### src/rtl/cpu_fetch_buffer.sv
// cpu_fetch_buffer: toggle-handshake FIFO between the fetch and decode stages.
// Entry layout (msb..lsb): strobe, instruction[31:0], pc[31:0], inst_rs1[4:0],
// inst_rs2[4:0], inst_rs3[4:0], inst_rd[4:0]; everything below strobe is opaque payload.
module cpu_fetch_buffer #(
    parameter int DEPTH = 4
) (
    input  logic                     i_clock,
    input  logic                     i_reset_n,
    input  logic                     i_flush,
    input  logic [84:0]              i_data,
    output logic                     o_busy,
    output logic [84:0]              o_data,
    input  logic                     i_busy,
    output logic [$clog2(DEPTH):0]   o_level,
    output logic                     o_overflow
);
    localparam int AW = $clog2(DEPTH);
    localparam int LW = AW + 1;
    localparam int W  = 85;

    logic [W-2:0]  mem [DEPTH];
    logic [AW-1:0] wr_ptr;
    logic [AW-1:0] rd_ptr;
    logic          last_strobe;
    logic          in_event;
    logic          full;
    logic          push;
    logic          pop;
    logic          drop;

    // Decode this cycle's push, pop and overflow-drop from the toggle event and level.
    always_comb begin
        in_event = i_data[W-1] != last_strobe;
        full     = o_level == LW'(DEPTH);
        push     = in_event && !i_flush && !full;
        drop     = in_event && !i_flush && full;
        pop      = o_level != '0 && !i_busy && !i_flush;
    end

    // Busy one entry early so the entry fetch may already have in flight still fits.
    assign o_busy = o_level >= LW'(DEPTH - 1);

    // Payload storage; never reset since the level gates every read.
    always_ff @(posedge i_clock) begin
        if (push) mem[wr_ptr] <= i_data[W-2:0];
    end

    // Pointers, level, strobe tracking, head register and sticky overflow.
    always_ff @(posedge i_clock or negedge i_reset_n) begin
        if (!i_reset_n) begin
            wr_ptr      <= '0;
            rd_ptr      <= '0;
            o_level     <= '0;
            last_strobe <= 1'b0;
            o_data      <= '0;
            o_overflow  <= 1'b0;
        end else begin
            last_strobe <= i_data[W-1];
            if (drop) o_overflow <= 1'b1;
            if (i_flush) begin
                wr_ptr  <= '0;
                rd_ptr  <= '0;
                o_level <= '0;
            end else begin
                wr_ptr  <= wr_ptr + AW'(push);
                rd_ptr  <= rd_ptr + AW'(pop);
                o_level <= o_level + LW'(push) - LW'(pop);
            end
            if (pop) o_data <= {~o_data[W-1], mem[rd_ptr]};
        end
    end
endmodule

### config.mk
export PLATFORM = sky130hd
export DESIGN_NAME = cpu_fetch_buffer
export DESIGN_NICKNAME = d
export VERILOG_FILES = /design/src/rtl/cpu_fetch_buffer.sv
export SDC_FILE = /design/constraint.sdc
export NUM_CORES = 1
export LEC_CHECK = 0
export ABC_CLOCK_PERIOD_IN_PS = 8200
export CORE_MARGIN = 2
export CORE_UTILIZATION = 50
export CTS_CLUSTER_DIAMETER = 200
export DETAILED_ROUTE_END_ITERATION = 12
export PLACE_DENSITY = 0.75
export SETUP_SLACK_MARGIN = 0.3
export SYNTH_ARGS = -nofsm -noshare
export SYNTH_HDL_FRONTEND = slang
export SYNTH_SLANG_ARGS = --single-unit
### constraint.sdc
create_clock -name i_clock -period 8.2 [get_ports i_clock]
set_input_delay 2.46 -clock i_clock [delete_from_list [all_inputs] [get_ports i_clock]]
set_output_delay 2.46 -clock i_clock [all_outputs]
set_load 0.01 [all_outputs]
==> results of run 1 <==
[cell usage after synthesis (all sizes together)]
master	n	area share, %
and3	1	0.040
inv	5	0.12
a211oi	1	0.048
nand2	1	0.024
mux2	84	6.0
nor3	1	0.032
nor3b	2	0.095
mux4	84	12
fa	1	0.13
clkbuf	1	0.024
xor2	1	0.056
nor2b	3	0.12
edfxtp	336	64
o21ai	1	0.032
xnor2	4	0.22
a211o	1	0.056
a31o	1	0.056
nor2	6	0.14
buf	28	1.3
ha	5	0.40
dfrtp	94	15
[how the worst max path moves through the flow]
| stage | to | slack, ns |
|---|---|---|
| final | mem[1][46] | 3.54 |
| after global routing | mem[3][0] | 3.32 |
| after CTS | mem[3][79] | 3.50 |
| after detailed placement | mem[3][65] | 2.95 |
| after global placement | mem[3][63] | 2.99 |
| after floorplan | mem[2][0] | 1.34 |
[power by group through the flow]
stage	sequential (W)	combinational, W	clock, W
global placement	0.00289	0.00123	0
finish	0.00285	0.00124	0.00187
global route	0.00290	0.00133	0.00199
detailed placement	0.00290	0.00125	0
floorplan	0.00294	0.000553	0
CTS	0.00286	0.00126	0.00191
[area by class of cell]
cell class	count	area [µm²]	share of cell area, %
sequential	430	12450	64.44
multi-input combinational	197	3113	16.11
timing repair buffer	186	1877	9.715
clock buffer	58	1185	6.133
tap	396	495.5	2.565
clock inverter	19	177.7	0.9197
inverter	5	18.77	0.09715
antenna	1	2.502	0.01295
[metal layers]
metal | global-route usage [%] | wire length, µm | vias to the layer above
met4 | 4.293 | 518 | 6
met3 | 4.452 | 2089 | 52
met2 | 29.64 | 14110 | 241
met1 | 25.44 | 12360 | 3668
met5 | 0 | 38 | -
li1 | - | - | 3106
[flip-flops by register name (all words and copies together), names as in the netlist]
name	flops
o_level	3
mem	336
o_data	85
rd_ptr	2
wr_ptr	2
o_overflow	1
last_strobe	1
[cell families (layout without fill, tap and decap cells)]
kind of cell	after synthesis	in the layout	share of synthesized area, %
fa+ha+maj	6	6	0.5250
mux	168	168	18.04
simple gates	14	14	0.4533
xor+xnor	5	5	0.2784
buf+inv	34	268	1.416
compound gates	4	4	0.1909
flops	430	430	79.10
other cells	0	1	0
[worst max-delay path, cell delays in order]
cell and delay [ns]:
clkdlybuf4s50_1 0.58, a211oi_1 0.39, inv_1 0.26, nor3b_4 0.59
buf_12 0.42
[metrics by stage]
| stage | total power [W] | setup slack [ns] | cells | hold WS [ns] |
|---|---|---|---|---|
| 2_1_floorplan | 0.003494 | 1.336 | 661 | 0.5084 |
| 3_3_place_gp | 0.004126 | 2.994 | 1214 | 0.4689 |
| 3_5_place_dp | 0.004153 | 2.952 | 1214 | 0.4658 |
| 4_1_cts | 0.006035 | 3.504 | 1291 | 0.4793 |
| 5_1_grt | 0.006218 | 3.322 | 1291 | 0.4948 |
| 6_report | 0.005959 | 3.542 | 1292 | 0.4762 |
==> summary.txt, run 1 <==
Worst hold path
  – Min-delay src: o_data[84]
  – Hold path cells: 1
  – Endpoint, Worst Hold: o_data[84]
  – Min-delay worst type: reg -> reg

Placed design
  – GP Congestion: around 0.72
  – Post-DP HPWL: approximately 17000 µm
  – Buffers added on ports: ~180
  – Post-DP Area: between 0.015 and 0.02 mm²

Power and ir drop
  – Clock network power share: 31.3%
  – Leak: 6.502 nW
  – Switch share: approximately a quarter
  – Seq pwr share: 47.9%
  – Max IR drop VDD: 0.2459 mV
  – Pwr per Cell Area: 308.4 mW/mm²
  – Internal Power: about 0.0045 W
  – Comb pwr share: between 20% and 30%
  – Psw: roughly 0.0014 W

Global routing
  – GRT Total Usage: between 10% and 20%
  – Total grt overflow: 0
  – Initial antenna violation count: 4
  – Pin count of the biggest net entering global routing: approximately 80
  – First-pass GRT wire length: between 40000 and 50000 µm
  – Vias in the first global route: roughly 7600

Cells and area
  – Most frequent cells in the layout: 336 x edfxtp_1, 177 x clkdlybuf4s50_1, 92 x dfrtp_1, 84 x mux4_2, 84 x mux2_2
  – Fillers: between 2000 and 2500
  – Final core utilization: about 63%
  – Nets: 958
  – Share of cells above drive strength 1: between 20% and 30%
  – Area grow syn2layout: 22.81%
  – Final Cell Area: between 0.015 and 0.02 mm²
  – Most common cell after layout, fill and taps aside: edfxtp_1

Clock network
  – Clk sinks: 430
  – Hold_buf cts: 0
  – Clock Path Buffers: 3
  – CTS tree: yes
  – CTS clk-pin slew, worst paths: about 0.060 ns
  – Cts bufs inserted: 43
  – # resized after CTS: 0
  – Worst-Skew Late Latency: 0.54 ns
  – # Post-CTS Setup Buffers: 0
  – Clk root buf: clkbuf_16
  – H-tree Lvls: 2

Worst setup path
  – Flop-to-flop setup slack: ~5.3 ns
  – Crit path launch: i_flush
  – Worst r2r src: rd_ptr[0]
  – Worst EP arrival: 4.82 ns
  – R2R Path End: o_data[73]
  – Worst-path fanout max: 75
  – Crit end category: flop
  – Reg2reg path depth: 3
  – CP startpoint kind: input port
  – CP Data Required Time: 8.36 ns
  – Crit Path Class: in -> reg

Outcome
  – Status: finished, final reports clean

Synthesis
  – Synth cell types: 25
  – Syn_nets: approximately 760
  – Mapped Area: 0.01573 mm²
  – Synth warn: 0
  – Post-synthesis sequential area ratio: between 70% and 80%
  – Post-synthesis register bit count: 430
  – Cells after Synth: 661
  – Syn_area_per_cell: 23.80 µm²

Drt
  – Routed len/inst: ~23 µm
  – Vias: ~7100
  – DRT iter0 DRCs: 514
  – DRC errors left: 0
  – Vias per cell: roughly 5.5
  – Antenna Violating Nets Remaining: 0
  – DRT Wirelength: 29120 µm
  – Length of the first detailed-routing pass in iterations: 5

Timing
  – Worst Tran Pin Value: between 1 and 1.5 ns
  – Period utilization: 56.80%
  – Setup violations, final: 0
  – Fin crit period: roughly 4.7 ns
  – Maximum clock rate: 214.7 MHz
  – Clk_skew: roughly 0.023 ns
  – Slew Limit Fails: 0
  – Final Hold Fails: 0
  – Post-Route Setup TNS: 0 ns
  – RSZ-0062 raised after global routing: no
  – Relative slew slack: 30.77%

Die
  – Initial Util: between 50% and 60%
  – Die Height: between 150 and 200 µm
  – Row Count: 64
  – Die width: roughly 180 µm
  – Core Area: between 0.03 and 0.04 mm²
  – Die Area: 0.03290 mm²
  – Top Ports: 179

Job
  – Max-cap violations: 0
Power figures use the tool's default switching activity.
==> run 2: changes to the inputs <==
ABC_CLOCK_PERIOD_IN_PS = 4600   (was 8200)
PLACE_DENSITY = 0.72   (was 0.75)
clock period = 4.6 ns   (was 8.2 ns; I/O delays follow)
==> summary.txt, run 2 (synthesis results as in run 1) <==
Outcome
  – Status: finished, final reports clean (unchanged)

Placed design
  – Buffers added on ports: 178 (unchanged)
  – GP Congestion: 0.7101 (was 0.7208)
  – Post-DP Area: 0.01810 mm² (was 0.01795 mm²)
  – Post-DP HPWL: 16500 µm (was 16890 µm)
  – Placed Cells: 1221 (was 1214)

Cells and area
  – Share of cells above drive strength 1: 27.83% (was 27.93%)
  – Most common cell after layout, fill and taps aside: edfxtp_1 (unchanged)
  – Biggest regs: mem (336), o_data (85), o_level (3) (unchanged)
  – Fin cells: 1301 (was 1292)
  – Final Cell Area: 0.01944 mm² (was 0.01932 mm²)
  – Largest Register: mem (unchanged)
  – Final core utilization: 63.22% (was 62.83%)
  – Nets: 964 (was 958)
  – Area grow syn2layout: 23.59% (was 22.81%)
  – Most frequent cells in the layout: 336 x edfxtp_1, 177 x clkdlybuf4s50_1, 92 x dfrtp_1, 84 x mux4_2, 84 x mux2_2 (unchanged)
  – Number of flip-flops in the largest register: 336 (unchanged)
  – Fillers: 2155 (was 2109)

Worst hold path
  – Min-delay src: o_overflow (was o_data[84])
  – Endpoint, Worst Hold: o_overflow (was o_data[84])
  – Hold path cells: 1 (unchanged)
  – Min-delay worst type: reg -> reg (unchanged)

Timing
  – Setup violations, final: 0 (unchanged)
  – Post-Route Setup TNS: 0 ns (unchanged)
  – Period utilization: between 70 and 80%
  – Fin crit period: around 3.4 ns
  – RSZ-0062 raised after global routing: no (unchanged)
  – Maximum clock rate: between 200 and 300 MHz
  – Worst Tran Pin Value: 0.9654 ns (was 1.038 ns)
  – Slew Limit Fails: 0 (unchanged)
  – Clk_skew: 0.01642 ns (was 0.02309 ns)
  – Relative slew slack: 35.64% (was 30.77%)
  – Final Hold Fails: 0 (unchanged)

Die
  – Row Count: 64 (unchanged)
  – Die Area: 0.03290 mm² (unchanged)
  – Die width: 181.4 µm (unchanged)
  – Top Ports: 179 (unchanged)
  – Die Height: 181.4 µm (unchanged)
  – Initial Util: 51.16% (unchanged)
  – Core Area: 0.03075 mm² (unchanged)

Global routing
  – Pin count of the biggest net entering global routing: 86 (was 79)
  – Initial antenna violation count: 4 (unchanged)
  – Total grt overflow: 0 (unchanged)
  – First-pass GRT wire length: 45790 µm (was 45440 µm)
  – Vias in the first global route: 7950 (was 7610)
  – GRT Total Usage: 18.32% (was 18.26%)

Drt
  – Vias: 7151 (was 7073)
  – DRT Wirelength: 29280 µm (was 29120 µm)
  – Antenna Violating Nets Remaining: 0 (unchanged)
  – Length of the first detailed-routing pass in iterations: 4 (was 5)
  – Vias per cell: 5.497 (was 5.474)
  – Routed len/inst: 22.51 µm (was 22.54 µm)
  – DRC errors left: 0 (unchanged)
  – DRT iter0 DRCs: 579 (was 514)

Power and ir drop
  – Final Power: 0.01066 W (was 0.005959 W)
  – Max IR drop VDD: 0.3843 mV (was 0.2459 mV)
  – Pwr per Cell Area: 548.5 mW/mm² (was 308.4 mW/mm²)
  – Leak: 6.553 nW (was 6.502 nW)

Worst setup path
  – Top delay family on crit path: buffers and inverters (unchanged)
  – CP startpoint kind: flop (was input port)
  – Worst EP arrival: 2.02 ns (was 4.82 ns)
  – Crit Path Class: reg -> out (was in -> reg)
  – Crit path cell chain: inv_2, ha_1, o21ai_0, nand2_1, clkdlybuf4s50_1 (was clkdlybuf4s50_1, a211oi_1, inv_1, nor3b_4, buf_12)
  – CP Buf/Inv Count: 2 (was 3)
  – Worst r2r src: rd_ptr[0] (unchanged)
  – Worst-path fanout max: 4 (was 75)
  – Crit end category: primary output (was flop)
  – Reg2reg path depth: 3 (unchanged)
  – R2R Path End: o_data[76] (was o_data[73])
  – CP Data Required Time: 3.22 ns (was 8.36 ns)
  – Max incr delay on CP: 0.48 ns (was 0.59 ns)
  – CP max-delay cell: clkdlybuf4s50_1 (was nor3b_4)
  – Flop-to-flop setup slack: 2.16 ns (was 5.31 ns)

Clock network
  – CTS tree: yes (unchanged)
  – Hold_buf cts: 0 (unchanged)
  – # Post-CTS Setup Buffers: 0 (unchanged)
  – Worst-Skew Late Latency: 0.52 ns (was 0.54 ns)
  – Cts bufs inserted: 42 (was 43)
  – H-tree Lvls: 2 (unchanged)
  – Clk root buf: clkbuf_16 (unchanged)
  – Clk sinks: 430 (unchanged)
  – Clock Path Buffers: 3 (unchanged)
  – # resized after CTS: 0 (unchanged)
  – CTS clk-pin slew, worst paths: 0.06 ns (about the same)

Job
  – Max-cap violations: 0 (unchanged)
run 2: worst max-delay path by stage:
stage,to,cells past startpoint,start
after global routing,o_busy,5,o_level[2]
after detailed placement,o_level[2],10,i_flush
after global placement,o_level[2],10,i_flush
after CTS,o_busy,5,o_level[2]
final,o_busy,5,o_level[2]
after floorplan,mem[2][0],4,i_flush
run 2: per-stage QoR:
step	hold slack (ns)	setup WS, ns
2_1_floorplan	0.5084	0.1548
3_3_place_gp	0.4688	0.8322
3_5_place_dp	0.4697	0.7675
4_1_cts	0.4882	1.182
5_1_grt	0.5195	1.092
6_report	0.4858	1.201
run 2: worst register-to-register path, cell delays in order (launching register included):
cell	delay, ns
dfrtp_4	0.99
buf_12	0.46
mux4_2	0.60
mux2_2	0.28
run 2: layer usage:
metal | wire length [µm] | track usage (%) | part of all wire [%] | up-vias
met5 | 11 | 0 | 0.038 | -
met4 | 473 | 4.520 | 1.6 | 2
met3 | 1467 | 3.791 | 5.0 | 43
met2 | 14570 | 30.13 | 50 | 198
met1 | 12760 | 25.50 | 44 | 3786
li1 | - | - | - | 3122
run 2: final cells by class:
type                    count  area [µm²]  share of cell area, %
repair buffers            193        2004                  10.31
multi-input cells         197        3133                  16.12
diodes                      3       7.507                0.03862
flip-flops and latches    430       12450                  64.04
clock inverters            10       126.4                 0.6500
well taps                 396       495.5                  2.549
inverters                   5       18.77                0.09654
clock buffers              67        1206                  6.204
run 2: report_power, final:
| part | total [W] | switching [W] | internal, W |
|---|---|---|---|
| sequential | 0.00512 | 0.000372 | 0.00475 |
| clock | 0.00331 | 0.00134 | 0.00197 |
| combinational | 0.00223 | 0.000833 | 0.00140 |
